$ cat config.mk
export PLATFORM = sky130hd
export DESIGN_NAME = seq_multiplier
export DESIGN_NICKNAME = d
export VERILOG_FILES = /design/src/rtl/seq_multiplier_pkg.sv /design/src/rtl/seq_multiplier_dp.sv /design/src/rtl/seq_multiplier.sv
export SDC_FILE = /design/constraint.sdc
export NUM_CORES = 1
export LEC_CHECK = 0
export ABC_AREA = 1
export BUFFER_PORTS_ARGS = -buffer_cell sky130_fd_sc_hd__buf_2
export CORE_ASPECT_RATIO = 1.25
export CORE_MARGIN = 1.5
export CORE_UTILIZATION = 45
export DETAILED_ROUTE_END_ITERATION = 6
export GPL_ROUTABILITY_DRIVEN = 0
export PLACE_DENSITY = 0.66
export SKIP_LAST_GASP = 1
export SYNTH_ARGS = -nofsm -noshare
export SYNTH_HDL_FRONTEND = slang
export SYNTH_HIERARCHICAL = 1
export SYNTH_SLANG_ARGS = --single-unit
$ cat constraint.sdc
create_clock -name clk -period 2.1 [get_ports clk]
set_clock_uncertainty 0.2 [all_clocks]
set_input_delay 0.315 -clock clk [delete_from_list [all_inputs] [get_ports clk]]
set_output_delay 0.315 -clock clk [all_outputs]
set_load 0.01 [all_outputs]
$ cat src/rtl/seq_multiplier_pkg.sv
// Shared state encoding and default operand width for the shift-add multiplier.
package seq_multiplier_pkg;

    localparam int MUL_WIDTH_DEFAULT = 8;

    typedef enum logic [1:0] {
        ST_IDLE = 2'd0,
        ST_BUSY = 2'd1,
        ST_DONE = 2'd2
    } state_t;

endpackage

$ cat src/rtl/seq_multiplier_dp.sv
// Shift-add datapath: one multiplier bit per step; result_o is the accumulator value after the current step.
// SEQ_MULTIPLIER_SIGNED_EN latches operand magnitudes plus a product sign and negates the result.
module seq_multiplier_dp
    import seq_multiplier_pkg::*;
#(
    parameter int WIDTH = MUL_WIDTH_DEFAULT
) (
    input  logic                 clk,
    input  logic                 rst_n,
    input  logic                 load_i,
    input  logic                 step_i,
    input  logic [WIDTH-1:0]     in_1_i,
    input  logic [WIDTH-1:0]     in_2_i,
    output logic [2*WIDTH-1:0]   result_o
);

    localparam int PW = 2 * WIDTH;

    logic [PW-1:0]    mcand_q, mcand_d;
    logic [PW-1:0]    acc_q, acc_d;
    logic [PW-1:0]    acc_next;
    logic [WIDTH-1:0] mplier_q, mplier_d;
    logic [WIDTH-1:0] op_a, op_b;

`ifdef SEQ_MULTIPLIER_SIGNED_EN
    logic sign_q, sign_d;

    // Magnitude of the most-negative value still fits as an unsigned WIDTH-bit number.
    assign op_a = in_1_i[WIDTH-1] ? -in_1_i : in_1_i;
    assign op_b = in_2_i[WIDTH-1] ? -in_2_i : in_2_i;
`else
    assign op_a = in_1_i;
    assign op_b = in_2_i;
`endif

    assign acc_next = mplier_q[0] ? (acc_q + mcand_q) : acc_q;

    always_comb begin
        mcand_d  = mcand_q;
        mplier_d = mplier_q;
        acc_d    = acc_q;
`ifdef SEQ_MULTIPLIER_SIGNED_EN
        sign_d   = sign_q;
`endif
        if (load_i) begin
            mcand_d  = {{WIDTH{1'b0}}, op_a};
            mplier_d = op_b;
            acc_d    = '0;
`ifdef SEQ_MULTIPLIER_SIGNED_EN
            sign_d   = in_1_i[WIDTH-1] ^ in_2_i[WIDTH-1];
`endif
        end else if (step_i) begin
            acc_d    = acc_next;
            mcand_d  = mcand_q << 1;
            mplier_d = mplier_q >> 1;
        end
    end

    always_ff @(posedge clk) begin
        if (!rst_n) begin
            mcand_q  <= '0;
            mplier_q <= '0;
            acc_q    <= '0;
`ifdef SEQ_MULTIPLIER_SIGNED_EN
            sign_q   <= 1'b0;
`endif
        end else begin
            mcand_q  <= mcand_d;
            mplier_q <= mplier_d;
            acc_q    <= acc_d;
`ifdef SEQ_MULTIPLIER_SIGNED_EN
            sign_q   <= sign_d;
`endif
        end
    end

`ifdef SEQ_MULTIPLIER_SIGNED_EN
    assign result_o = sign_q ? -acc_next : acc_next;
`else
    assign result_o = acc_next;
`endif

endmodule

$ cat src/rtl/seq_multiplier.sv
// Sequential multiplier: accept when idle, product valid exactly WIDTH cycles later, held until out_ready.
// Operands ignored outside IDLE; SEQ_MULTIPLIER_SIGNED_EN selects two's-complement operation in the datapath.
module seq_multiplier
    import seq_multiplier_pkg::*;
#(
    parameter int WIDTH = MUL_WIDTH_DEFAULT,
    parameter int CNT_W = $clog2(WIDTH + 1)
) (
    input  logic                 clk,
    input  logic                 rst_n,
    input  logic [WIDTH-1:0]     in_1,
    input  logic [WIDTH-1:0]     in_2,
    input  logic                 in_valid,
    output logic                 in_ready,
    output logic [2*WIDTH-1:0]   out,
    output logic                 out_valid,
    input  logic                 out_ready
);

    state_t               state_q, state_d;
    logic [CNT_W-1:0]     cnt_q, cnt_d;
    logic [2*WIDTH-1:0]   out_q, out_d;
    logic                 out_valid_q, out_valid_d;
    logic [2*WIDTH-1:0]   result;
    logic                 load, step;

    assign in_ready  = (state_q == ST_IDLE);
    assign load      = in_ready && in_valid;
    assign step      = (state_q == ST_BUSY);
    assign out       = out_q;
    assign out_valid = out_valid_q;

    seq_multiplier_dp #(
        .WIDTH    (WIDTH)
    ) u_dp (
        .clk      (clk),
        .rst_n    (rst_n),
        .load_i   (load),
        .step_i   (step),
        .in_1_i   (in_1),
        .in_2_i   (in_2),
        .result_o (result)
    );

    always_comb begin
        state_d     = state_q;
        cnt_d       = cnt_q;
        out_d       = out_q;
        out_valid_d = out_valid_q;
        case (state_q)
            ST_IDLE: begin
                if (in_valid) begin
                    cnt_d   = CNT_W'(WIDTH);
                    state_d = ST_BUSY;
                end
            end
            ST_BUSY: begin
                cnt_d = cnt_q - CNT_W'(1);
                // Last iteration: capture the accumulator including this step's add.
                if (cnt_q == CNT_W'(1)) begin
                    state_d     = ST_DONE;
                    out_d       = result;
                    out_valid_d = 1'b1;
                end
            end
            ST_DONE: begin
                if (out_ready) begin
                    state_d     = ST_IDLE;
                    out_valid_d = 1'b0;
                end
            end
            default: begin
                state_d     = ST_IDLE;
                out_valid_d = 1'b0;
            end
        endcase
    end

    always_ff @(posedge clk) begin
        if (!rst_n) begin
            state_q     <= ST_IDLE;
            cnt_q       <= '0;
            out_q       <= '0;
            out_valid_q <= 1'b0;
        end else begin
            state_q     <= state_d;
            cnt_q       <= cnt_d;
            out_q       <= out_d;
            out_valid_q <= out_valid_d;
        end
    end

endmodule

# Yosys cells after proc, flatten, opt, wreduce, memory -nomap -nowiden
# Index checks and enable logic that the tools add are counted.
# op_classes
eq_ne	6
bitwise	2
mux	14
n_reduce_logical	9
n_addsub	2
# ops
cell	count
two-way mux 8 bit	4
adder 16 bit	1
two-way mux 16 bit	1
one-hot mux 4 bit (2 select lines)	1
two-way mux 2 bit	3
one-hot mux 2 bit (3 select lines)	1
AND reduction 3 bit	2
equality test 4 x 1 -> 1 bit, second input constant	1
two-way mux 4 bit	1
!= test 2 bit, second input constant	2
AND reduction 2 bit	2
nonzero test 2 bit	2
subtractor 4 x 1 -> 4 bit, second input constant	1
one-hot mux 1 bit (3 select lines)	1
equality test 2 x 1 -> 1 bit, second input constant	1
equality test 2 bit, second input constant	1
logical NOT 2 bit	1
two-way mux 1 bit	2
!= test 2 x 1 -> 1 bit, second input constant	1
inverter 1 bit	2
OR reduction 2 bit	1
logical AND 1 bit	1
# word_totals
regBits	63

# Longest topological paths before layout
# Gate-level depths: netlist (run 1).
# logic_depth
depth_word	3
ltp_mapped	15

# Hierarchy
# The synthesis (run 1) kept the hierarchy.
# by_module_without_submodules
mod	cells_per_inst	n_inst	area_each_um2	seq_area_each_um2
seq_multiplier_dp	425	1	2711.4	800.8
seq_multiplier	156	1	1086.0	460.4

# Worst setup path after synthesis (run 1)
# Ideal clock, no wire load.
# synth_timing
kind	reg-to-reg
start	register u_dp.mcand_q[0]
end	register out_q[6] (netlist: out[6])
n_path_buf	0
setup_slack_ns	0.061
stages_incl_launch_ff	14
setup_ns	0.113
period_less_slack_ns	2.039
required_ns	1.787
t_arrival_ns	1.726
path_cell_list	dfxtp_1 > ha_1 > fa_1 > nand2_1 > nand2_1 > nand3b_1 > nand2_2 > or2_0 > nand3_1 > o21ai_0 > inv_1 > nand4_1 > nand2_1 > nor2_1
# synth_between
elab_chain_cells	2
# synth_lines
item	line	source
start: declaration	seq_multiplier_dp.sv:19	logic [PW-1:0] mcand_q, mcand_d;
start signal: assignment	seq_multiplier_dp.sv:68	mcand_q <= mcand_d;
adder 16 bit	seq_multiplier_dp.sv:36	assign acc_next = mplier_q[0] ? (acc_q + mcand_q) : acc_q;
two-way mux 16 bit	seq_multiplier_dp.sv:36	
via result[6]	seq_multiplier.sv:24	logic [2*WIDTH-1:0] result;
end signal: assignment	seq_multiplier.sv:88	out_q <= out_d;
end: declaration	seq_multiplier.sv:22	logic [2*WIDTH-1:0] out_q, out_d;
# The timed path passes the listed nets, and every way through them passes these cells.
# A chain may end at the register's enable or synchronous reset.

# Worst setup path in the final report (run 1)
# layout_timing
start	register u_dp.acc_q[0]
end	register out_q[6] (netlist: out[6])
# layout_between
elab_chain_cells	2
# layout_lines
item	line	source
start: declaration	seq_multiplier_dp.sv:20	logic [PW-1:0] acc_q, acc_d;
start signal: assignment	seq_multiplier_dp.sv:63	acc_q <= '0;
start signal: assignment	seq_multiplier_dp.sv:70	acc_q <= acc_d;
adder 16 bit	seq_multiplier_dp.sv:36	
two-way mux 16 bit	seq_multiplier_dp.sv:36	
via result[6]	seq_multiplier.sv:24	
# The timed path passes the listed nets, and every way through them passes these cells.

==> metrics list, run 1 <==
- Max-cap violations in this run came to 0.
- Of the total power, the share spent switching nets is 0.3277.
- Number of max-slew violations in the final report: 0
* Overall power of the completed layout: 3.239 mW
* Critical path's slowest cell: fa_2
* Number of clock buffers inserted by TritonCTS: 9
- The initial utilization of the core area, before any placement, comes to 0.4634.
- Insertion delay of the later-clocked pin in the worst-skew pair: roughly 0.34 ns
- Input and output buffers added on the ports amount to 37.
- Post-synth top area share: 0.3321
- The floorplan step defined a die boundary enclosing 9002 sq um.
* Antenna fix cells: 0
- The share of total power dissipated in the clock network is 0.298.
* Kind of cell adding the most delay to the critical path: simple AND/OR/NAND/NOR gates
- Global-route wire length before repair: approximately 15 mm
- Clk slew on worst S/H paths: about 0.070 ns
- The floorplan step defined a core boundary enclosing 8194 sq um.
- Counting flops with a built-in enable in the synthesized netlist gives 0.
* Max Buffers Root-to-Sink: 2
- IR Drop Worst-Case VDD: 0.3692 mV
- Of the cells placed in the final design, the portion with a size suffix greater than 1 is 0.2215.
* Netlist area before placement: between 3000 and 4000 sq um
- Summed over all nets, the switching power comes to 1.061 mW.
- Boundary pin count: 38
* Total negative setup slack: 0 ns
* Data arrival time of the critical path: between 2 and 2.5 ns
- For this run, the detailed router's first-pass iteration total came to 6.
- GRT overflow: 0
- Counting distinct cell types in the post-synthesis netlist gives 41.
- The number of nets in the synthesized netlist is 619.
* Outcome: finished with violations
- Critical path's most frequent cell: nand2_2
* Final-stage net count: 666
- The number of global-route vias before repair was between 3000 and 4000.
* Final routed DRC violation total: 2
* Class of the worst hold path: in2reg
- Traced cell by cell, the critical path runs through ha_4, fa_2, nand2_2, nand2_2, nand3b_1, nand2_2, or2_0, nand3_1, o21ai_1, inv_1, nand4_1, nand2_1, nor2_1.
* Portion of the post-synthesis area used by sequential elements: 0.3321
* Flop and latch count out of synthesis: 63
* Clk root buf: clkbuf_8
- Number of DRC violations after detailed-routing iteration 0: 146
- For the pin with the worst max-slew slack, the measured transition is 0.4206 ns.
- For this run, asynchronously set or reset flops after synthesis account for 0.
* Pin count of the biggest net entering global routing: 36
* Smallest setup slack after layout: 0.02000 ns
- The biggest area contributor in the post-synthesis netlist is dfxtp_1.
* Crit share post-route: 0.9905
- Ranked by total cell area, the synthesized netlist is headed by dfxtp_1, nand2_1, inv_1, nor2_1, ha_1.
* Drt via density: 5.005
* Min Tclk post-route: 2.080 ns
* Die outline height: 105.7 microns
- The H-tree was split into 3 levels.
- Start-to-end type of the worst setup path: reg2reg
* Horiz. Die Dim: roughly 85 microns
- Cell with the most instances after synthesis: nand2_1
* Critical-path maximum fanout: 4
* Buffering stage count on the worst path with inverters included: 1
- Number of filler cells placed in the layout: 790
* Critical path launch point type: register
* Delay of the slowest cell on the worst path: 0.35 ns
- Combinational cell fraction of total power: 0.270
- Overall via count from detail_route: 3649
- The worst setup path is captured at a register.
- In the final routed layout, each cell accounts on average for 12.25 microns.
* Main flop type after synthesis: dfxtp_1
- Cell internal power was estimated by the tool at 2.177 mW.
- Static Leak: about 2.2 nW
- Yosys synthesis warning count: 6
- Worst EP required: around 2.1 ns
- Relative to the synthesized area, the layout overhead comes to 20.23%.
- In this run the core area contains 37 standard-cell rows.
- Setup violators final: 0
- Fin Hold WS: 0.01595 ns
* Relative slew slack: 0.7196
- Post-detail-place hpwl: 6.354 mm
- The hold violation count in the final report was 0.
- The initial antenna violation count is 0.
* Mean post-synth cell area: 6.536 sq um
- Total power density per cell area: about 700 nW/um^2
* Number of antenna-violating nets in the routed design: 0
* Commonest cells post-synth: nand2_1, inv_1, nor2_1, dfxtp_1, a21oi_1
- The clock net in this run drives a total of 63 sinks.
- The share of total power dissipated in sequential elements is 0.432.
- After technology mapping, the gate count stands at 581.
* Setup Slack @ Placement: -0.1073 ns
- CTS tree: built
- Static timing analysis puts the maximum clock frequency at 0.4808 GHz.
- Violated checks: DRC
* Total routed wirelength: about 8.9 mm
- Setup repair after global routing could not meet its margin everywhere.
- For this run, the total global-route usage over all layers was measured as 0.2055.
==> area by class of cell <==
type                            count  area (sq um)  area share
Timing Repair inverter              1         5.005    0.001096
Sequential cell                    63          1287      0.2820
Inverter                           95         360.3     0.07893
Timing Repair Buffer               59         350.3     0.07673
Multi-Input combinational cell    399          2265      0.4960
Tap cell                           97         121.4     0.02658
Clock buffer                       15         176.4     0.03864
==> metrics by stage <==
step           utilization  instances  cell area [sq um]
6_report            0.5572        729               4566
3_5_place_dp        0.5016        712               4110
5_1_grt             0.5572        729               4566
2_1_floorplan            -        581               3797
4_1_cts             0.5268        728               4317
3_3_place_gp        0.5016        712               4110
==> timing repair <==
action | 4_1_cts | 5_1_grt
hold buffers | 0 | 0
resized for setup | 8 | 54
setup buffers | 1 | 0
pin swaps | 4 | 17
gates cloned | 0 | 1
endpoints found under the hold margin | 0 | 0
setup endpoints to repair | 6 | 20
==> state kept, by name (all words and copies together) (netlist names) <==
name	flops
out_valid	1
u_dp/mcand_q	16
u_dp/mplier_q	8
state_q	2
u_dp/acc_q	16
cnt_q	4
out	16
==> kinds of logic after synthesis <==
family / synth area share
AND/OR/NAND/NOR: 0.3509
buffers and inverters: 0.1357
AO/OA/AOI/OAI: 0.1153
flip-flops: 0.3321
adder cells (fa/ha/maj): 0.06128
XOR/XNOR: 0.004614
==> layer usage <==
metal / global-route usage / share of wire / vias to the layer above
met1: 0.2521 / 0.45 / 1643
met4: 0.06440 / 0.012 / 0
li1: - / - / 1939
met5: 0 / 0 / -
met2: 0.3543 / 0.50 / 60
met3: 0.04620 / 0.038 / 7
==> final timing paths <==
kind | start | cells after the start | to | slack [ns]
worst max-delay path | u_dp/acc_q[0]$_SDFFE_PP0P_ | 13 | out[6]$_SDFFE_PN0P_ | 0.02
worst max register to register | u_dp/acc_q[0]$_SDFFE_PP0P_ | 13 | out[6]$_SDFFE_PN0P_ | 0.02
worst min-delay path | in_2[7] | 3 | u_dp/mplier_q[7]$_SDFFE_PN0P_ | 0.02
worst min register to register | u_dp/mplier_q[6]$_SDFFE_PN0P_ | 2 | u_dp/mplier_q[5]$_SDFFE_PN0P_ | 0.27
==> power by group through the flow <==
stage	Combinational [mW]	Sequential, mW	Clock [mW]
3_3_place_gp	0.790	1.39	0
5_1_grt	0.991	1.41	1.04
2_1_floorplan	0.594	1.38	0
4_1_cts	0.814	1.37	0.992
6_report	0.874	1.40	0.966
3_5_place_dp	0.804	1.40	0
==> placed cells by master, fill, tap and decap left out, types with 5 or more instances in the layout <==
cell type,Yosys,final
dfxtp_2,0,12
nand2_2,5,13
a21oi_1,31,28
nand3b_1,5,5
clkbuf_8,1,12
inv_1,93,91
o21ai_0,21,18
buf_2,8,37
nand4_1,18,18
nor3_1,11,9
nor2_1,75,73
o221ai_1,9,9
nand2_1,151,142
ha_4,0,11
buf_4,2,22
dfxtp_1,63,48
ha_1,17,6
nand3_1,25,19
nand3_2,2,7
==> worst reg2reg max path: cells and delay by family, from the launching register on <==
| family | cells | cell delay (ns) |
|---|---|---|
| buf+inv | 1 | 0.06 |
| fa+ha+maj | 2 | 0.51 |
| compound gates | 1 | 0.07 |
| simple gates | 9 | 0.80 |
| flops | 1 | 0.34 |
No activity file was read; power rests on OpenSTA's default activity.
==> inputs of run 2 (changes only) <==
==> constraint.sdc (replaced) <==
create_clock -name clk -period 2.1 [get_ports clk]
set_clock_uncertainty 0.2 [all_clocks]
set_input_delay 0.105 -clock clk [delete_from_list [all_inputs] [get_ports clk]]
set_output_delay 0.105 -clock clk [all_outputs]
set_load 0.01 [all_outputs]
==> metrics list, run 2 (synthesis gave the netlist of run 1 again) <==
- Data arrival time of the critical path: 2.12 ns (about the same)
- The clock buffer count from CTS was 9 (unchanged).
- Level count of the clock H-tree: 3 (unchanged)
- Total routed wirelength: 9.219 mm (was 8.930 mm)
* Setup violators final: 0 (unchanged)
- The total die area was 9002 sq um (unchanged).
- The floorplan core area is 8194 sq um (unchanged).
- The remaining design rule violation count is 2 (unchanged).
- The number of cell instances on the worst register-to-register path was 13 (unchanged).
- The power density of the placed cells was 688.2 nW/um^2 (was 709.4 nW/um^2).
- The hold violation count in the final report came to 0 (unchanged).
- Number of antenna-violating nets in the routed design: 0 (unchanged)
* Number of DRC violations after detailed-routing iteration 0: 152 (was 146)
- The kind of end point of the critical path is a register (unchanged).
- The total number of nets in the final design is 685 (was 666).
* Number of global-route vias before repair: 3478 (was 3383)
* Max Buffers Root-to-Sink: 2 (unchanged)
- Utilization after layout: 0.5804 (was 0.5572)
* Final routed wire length divided by cell count: 12.32 microns (was 12.25 microns)
- The path type of the worst setup path is reg2reg (unchanged).
* GRT overflow: 0 (unchanged)
- Fin Hold WS: 0.2672 ns (was 0.01595 ns)
- The path class of the lowest-slack min-delay path was reg2reg (was in2reg).
- The maximum fanout count along the critical path came to 4 (unchanged).
- The maximum operating frequency is 0.4808 GHz (about the same).
- The leakage power of the design came to 2.272 nW (was 2.193 nW).
* Pin count of the biggest net entering global routing: 36 (unchanged)
* Core Rows: 37 (unchanged)
- Outcome: finished with violations (unchanged).
- Boundary pin count: 38 (unchanged)
* Drt via density: 5.023 (was 5.005)
- The antenna diode instance count is 0 (unchanged).
- The max-cap check violation count is 0 (unchanged).
- The layout overhead on the synthesized area came to 25.24% (was 20.23%).
- Violated checks: DRC (unchanged).
- The headroom to the max-slew limit came to 0.7194 (was 0.7196).
- Number of I/O port buffers: 37 (unchanged)
* Post-detail-place hpwl: 6.354 mm (unchanged)
- Worst Tran Pin Value: 0.4210 ns (was 0.4206 ns)
- Worst hold stages: 2 (was 3)
- The wire length of the first global-routing pass was 15.23 mm (was 14.87 mm).
* Initial antenna violation count: 0 (unchanged)
* Initial core utilization: 0.4634 (unchanged)
* Die outline height: 105.7 microns (unchanged)
- The highest ir drop seen on vdd was 0.4499 mV (was 0.3692 mV).
* Overall track demand over capacity in global routing: 0.2110 (was 0.2055)
- Insertion delay of the later-clocked pin in the worst-skew pair: 0.34 ns (about the same)
- Commonest non-fill, non-tap cells in the layout: nand2_1, inv_1, nor2_1 (unchanged).
* CTS tree: built (unchanged)
* Critical path launch point type: register (unchanged)
- Setup repair after global routing missed its margin: yes (unchanged)
- Worst EP required: 2.14 ns (about the same)
- The final worst-path cycle share was 0.9903 (was 0.9905).
- The clock-pin slew on the worst setup and hold paths was 0.07 ns (about the same).
- The root cell of the clock tree was clkbuf_8 (unchanged).
* Overall via count from detail_route: 3757 (was 3649)
* Min Tclk post-route: 2.080 ns (about the same)
- Number of max-slew violations in the final report: 0 (unchanged)
- The die width came to 85.17 microns (unchanged).
- Commonest non-fill, non-tap cell in the layout: nand2_1 (unchanged)
- The fraction of layout instances using a drive strength above 1 is 0.2151 (was 0.2215).
* # clock sinks: 63 (unchanged)
* Drt first pass iters: 7 (was 6)
run 2: changes by cell type in the layout (fill, tap and decap cells not counted):
| cell | previous run | this run |
|---|---|---|
| dlygate4sd3_1 | 0 | 19 |
run 2: critical path, cell delays in order, from the launching register on:
cell,delay (ns)
dfxtp_2,0.34
ha_4,0.16
fa_2,0.35
nand2_2,0.09
nand2_2,0.06
nand3b_1,0.09
nand2_2,0.08
or2_0,0.20
nand3_1,0.09
o21ai_1,0.07
inv_1,0.06
nand4_1,0.08
nand2_1,0.07
nor2_1,0.04
run 2: repair_timing:
action	CTS	global route
endpoints found under the setup margin	6	23
hold buffers	19	0
pin swaps	4	17
buffers inserted	1	0
endpoints found under the hold margin	24	0
gates cloned	0	1
gates resized for setup	8	54
run 2: metal layers:
layer  vias to the layer above  GRT usage  part of all wire
met5                         -          0                 0
met4                         0    0.06440             0.014
met3                        11    0.04464             0.035
met2                        69     0.3736              0.50
met1                      1699     0.2527              0.45
li1                       1978          -                 -
run 2: where the power goes:
group	internal [mW]	leakage [nW]	total, mW	switching [mW]
combinational	0.375	1.66	0.905	0.530
sequential	1.30	0.521	1.40	0.0949
clock	0.521	0.0898	0.969	0.448
run 2: area by class of cell:
type	instances	area (sq um)
Sequential cell	63	1287
Timing Repair inverter	1	5.005
Timing Repair Buffer	78	540.5
Fill cell	771	3438
Multi-Input combinational cell	399	2265
Inverter	95	360.3
Clock buffer	15	176.4
Tap cell	97	121.4
run 2: per-stage QoR:
step / cell area (sq um) / setup slack, ns / setup TNS (ns) / power [mW] / instances
floorplan: 3797 / 0.06122 / 0 / 1.977 / 581
global placement: 4110 / -0.06560 / -0.1165 / 2.184 / 712
detailed placement: 4110 / -0.1073 / -0.3643 / 2.202 / 712
CTS: 4507 / -0.01445 / -0.01445 / 3.207 / 747
global route: 4756 / -0.1097 / -0.8556 / 3.479 / 748
finish: 4756 / 0.02031 / 0 / 3.273 / 748
run 2: worst paths after layout:
kind,from,end,slack (ns)
hold / removal,u_dp/mplier_q[6]$_SDFFE_PN0P_,u_dp/mplier_q[5]$_SDFFE_PN0P_,0.27
setup reg to reg,u_dp/acc_q[0]$_SDFFE_PP0P_,out[6]$_SDFFE_PN0P_,0.02
setup / recovery,u_dp/acc_q[0]$_SDFFE_PP0P_,out[6]$_SDFFE_PN0P_,0.02
hold reg to reg,u_dp/mplier_q[6]$_SDFFE_PN0P_,u_dp/mplier_q[5]$_SDFFE_PN0P_,0.27
==> inputs of run 3 (changes only) <==
--- a/config.mk
+++ b/config.mk
@@ -10,6 +10,7 @@
 export CORE_ASPECT_RATIO = 1.25
 export CORE_MARGIN = 1.5
 export CORE_UTILIZATION = 45
+export CTS_BUF_LIST = sky130_fd_sc_hd__clkbuf_4 sky130_fd_sc_hd__clkbuf_8
 export DETAILED_ROUTE_END_ITERATION = 6
 export GPL_ROUTABILITY_DRIVEN = 0
 export PLACE_DENSITY = 0.66
==> metrics list, run 3 (synthesis gave the netlist of run 1 again) <==
* Outcome: finished with violations (unchanged)
- Violated checks: DRC (unchanged)
- The data arrival at the endpoint of the critical path came to 2.12 ns (about the same).
- Overall via count from detail_route: 3750 (was 3757)
* Setup Slack @ Placement: -0.1073 ns (unchanged)
- The clock tree from TritonCTS was built (unchanged).
- Number of max-slew violations in the final report: 0 (unchanged)
- Met1 Routed Length: 4.160 mm (was 4.140 mm)
- The wire length of the first global-routing pass is 15.27 mm (was 15.23 mm).
- The area of all placed cells without fillers is 4773 sq um (was 4756 sq um).
- Worst EP required: 2.14 ns (about the same)
- The initial cell density of the core was 0.4634 (unchanged).
* Switching power of the nets: 1.074 mW (was 1.073 mW)
- The combinational cell fraction of total power was 0.274 (was 0.277).
* Met3 wire length: 331 microns (was 322 microns)
- Min Tclk post-route: 2.086 ns (was 2.080 ns)
* Start-to-end type of the worst setup path: reg2reg (unchanged)
- The slew at the pin closest to its max-slew limit came to 0.4265 ns (was 0.4210 ns).
- The remaining design rule violation count was 2 (unchanged).
- The height of the chip is 105.7 microns (unchanged).
- Fraction of power consumed by the clock network: 0.304 (was 0.296)
- Smallest setup slack after layout: 0.01442 ns (was 0.02031 ns)
- Flop pwr share: 0.422 (was 0.427)
* GRT overflow: 0 (unchanged)
* Delay of the slowest cell on the worst path: 0.35 ns (about the same)
- The hold violation count in the final report was 0 (unchanged).
- Max-cap viol count: 0 (unchanged)
- The number of ports placed on the die boundary was 38 (unchanged).
- Number of global-route vias before repair: 3494 (was 3478)
* Pin count of the biggest net entering global routing: 36 (unchanged)
- Class of the worst hold path: reg2reg (unchanged)
* Number of clock buffers inserted by TritonCTS: 9 (unchanged)
- The total die area came to 9002 sq um (unchanged).
* Commonest non-fill, non-tap cells in the layout: nand2_1, inv_1, nor2_1 (unchanged)
* Initial antenna violation count: 0 (unchanged)
- Overall track demand over capacity in global routing: 0.2115 (was 0.2110)
- The root cell of the clock tree is clkbuf_8 (unchanged).
* Number of DRC violations after detailed-routing iteration 0: 152 (unchanged)
- The layout overhead on the synthesized area was 25.70% (was 25.24%).
- The average routed wire per standard cell came to 12.32 microns (about the same).
- Crit path capture type: register (unchanged)
- The number of standard cells in the final layout excluding fillers was 748 (unchanged).
- # clock sinks: 63 (unchanged)
- Utilization after layout: 0.5825 (was 0.5804)
- The headroom to the max-slew limit came to 0.7157 (was 0.7194).
- The slowest library cell on the worst path was fa_2 (unchanged).
- FMAX: 0.4795 GHz (was 0.4808 GHz)
* Drt via density: 5.013 (was 5.023)
- List of cells traversed by the critical path: ha_4, fa_2, nand2_2, nand2_2, nand3b_1, nand2_2, or2_0, nand3_1, o21ai_1, inv_1, nand4_1, nand2_1, nor2_1 (unchanged).
- The post-route antenna net violation count was 0 (unchanged).
* Internal power: 2.240 mW (was 2.200 mW)
* Crit share post-route: 0.9931 (was 0.9903)
- Horiz. Die Dim: 85.17 microns (unchanged)
* Detail Route met2 WL: 4.617 mm (was 4.629 mm)
- Total power density per cell area: 694.3 nW/um^2 (was 688.2 nW/um^2)
- CORE AREA: 8194 sq um (unchanged)
* Insertion delay of the later-clocked pin in the worst-skew pair: 0.34 ns (about the same)
- The placed cell count came to 712 (unchanged).
* Share of post-route cells with drive strength above 1: 0.2243 (was 0.2151)
* Critical-path maximum fanout: 4 (unchanged)
* Drt first pass iters: 6 (was 7)
- The final worst hold slack was 0.2709 ns (was 0.2672 ns).
- Number of I/O port buffers: 37 (unchanged)
- The leakage power of the design came to 2.285 nW (was 2.272 nW).
- Cell area after placement: 4110 sq um (unchanged)
- The antenna diode instance count is 0 (unchanged).
- Max Buffers Root-to-Sink: 2 (unchanged)
- Clk slew on worst S/H paths: 0.07 ns (about the same)
- Setup violators final: 0 (unchanged)
- Switching power share of the total: 0.3241 (was 0.3277)
* Level count of the clock H-tree: 3 (unchanged)
* Critical path launch point type: register (unchanged)
* Setup repair after global routing missed its margin: yes (unchanged)
- Final-stage net count: 685 (unchanged)
- The cell family with the largest share of critical-path delay was simple AND/OR/NAND/NOR gates (unchanged).
* Total routed wirelength: 9.215 mm (was 9.219 mm)
* Topmost layer with routed signal wires: met4 (unchanged)
- IR Drop Worst-Case VDD: 0.4364 mV (was 0.4499 mV)
- The row count is 37 (unchanged).
- Buffering stage count on the worst path with inverters included: 1 (unchanged)
- Critical path's most frequent cell: nand2_2 (unchanged)
* Post-detail-place hpwl: 6.354 mm (unchanged)
- Commonest non-fill, non-tap cell in the layout: nand2_1 (unchanged)
[run 3: cell counts in the layout (fill, tap and decap cells not counted)]
No cell type changed its count.
[run 3: stage by stage]
stage                     power (mW)  setup TNS, ns
after detailed placement       2.202        -0.3643
after global placement         2.184        -0.1165
final                          3.314              0
after CTS                      3.247       -0.01444
after floorplan                1.977              0
after global routing           3.519        -0.8438
[run 3: path summary, 6_finish.rpt]
kind | start | end | slack [ns] | cells past startpoint
worst max-delay path | u_dp/mcand_q[0]$_SDFFE_PN0P_ | out[6]$_SDFFE_PN0P_ | 0.01 | 13
worst min-delay path | out_valid$_SDFFE_PN0P_ | out_valid$_SDFFE_PN0P_ | 0.27 | 2
worst max register to register | u_dp/mcand_q[0]$_SDFFE_PN0P_ | out[6]$_SDFFE_PN0P_ | 0.01 | 13
worst min register to register | out_valid$_SDFFE_PN0P_ | out_valid$_SDFFE_PN0P_ | 0.27 | 2
[run 3: final cells by class]
| cell class | count | area (sq um) |
|---|---|---|
| tap | 97 | 121.4 |
| clock buffer | 15 | 187.7 |
| inverter | 95 | 360.3 |
| fill | 769 | 3421 |
| timing repair inverter | 1 | 5.005 |
| multi-input combinational | 399 | 2273 |
| timing repair buffer | 78 | 540.5 |
| sequential | 63 | 1285 |
[run 3: routing by layer]
metal	vias to the layer above	global-route usage
li1	1980	-
met1	1692	0.2532
met2	71	0.3724
met3	7	0.04620
met4	0	0.06674
met5	-	0
[run 3: power by group through the flow]
| stage | combinational (mW) | sequential, mW | clock (mW) |
|---|---|---|---|
| floorplan | 0.594 | 1.38 | 0 |
| global placement | 0.790 | 1.39 | 0 |
| detailed placement | 0.804 | 1.40 | 0 |
| CTS | 0.840 | 1.37 | 1.03 |
| global route | 1.02 | 1.41 | 1.08 |
| finish | 0.908 | 1.40 | 1.01 |
[run 3: worst register-to-register path: stages (launching register included)]
cell and delay (ns):
dfxtp_2 0.34, ha_4 0.16, fa_2 0.35, nand2_2 0.09
nand2_2 0.06, nand3b_1 0.09, nand2_2 0.08, or2_0 0.20
nand3_1 0.09, o21ai_1 0.07, inv_1 0.06, nand4_1 0.08
nand2_1 0.07, nor2_1 0.04
[run 3: timing repair]
action,CTS,global route
endpoints found under the hold margin,24,0
pin swaps,4,23
resized for setup,8,56
buffers inserted,1,0
gates cloned,0,1
endpoints found under the setup margin,6,23
hold buffers,19,0
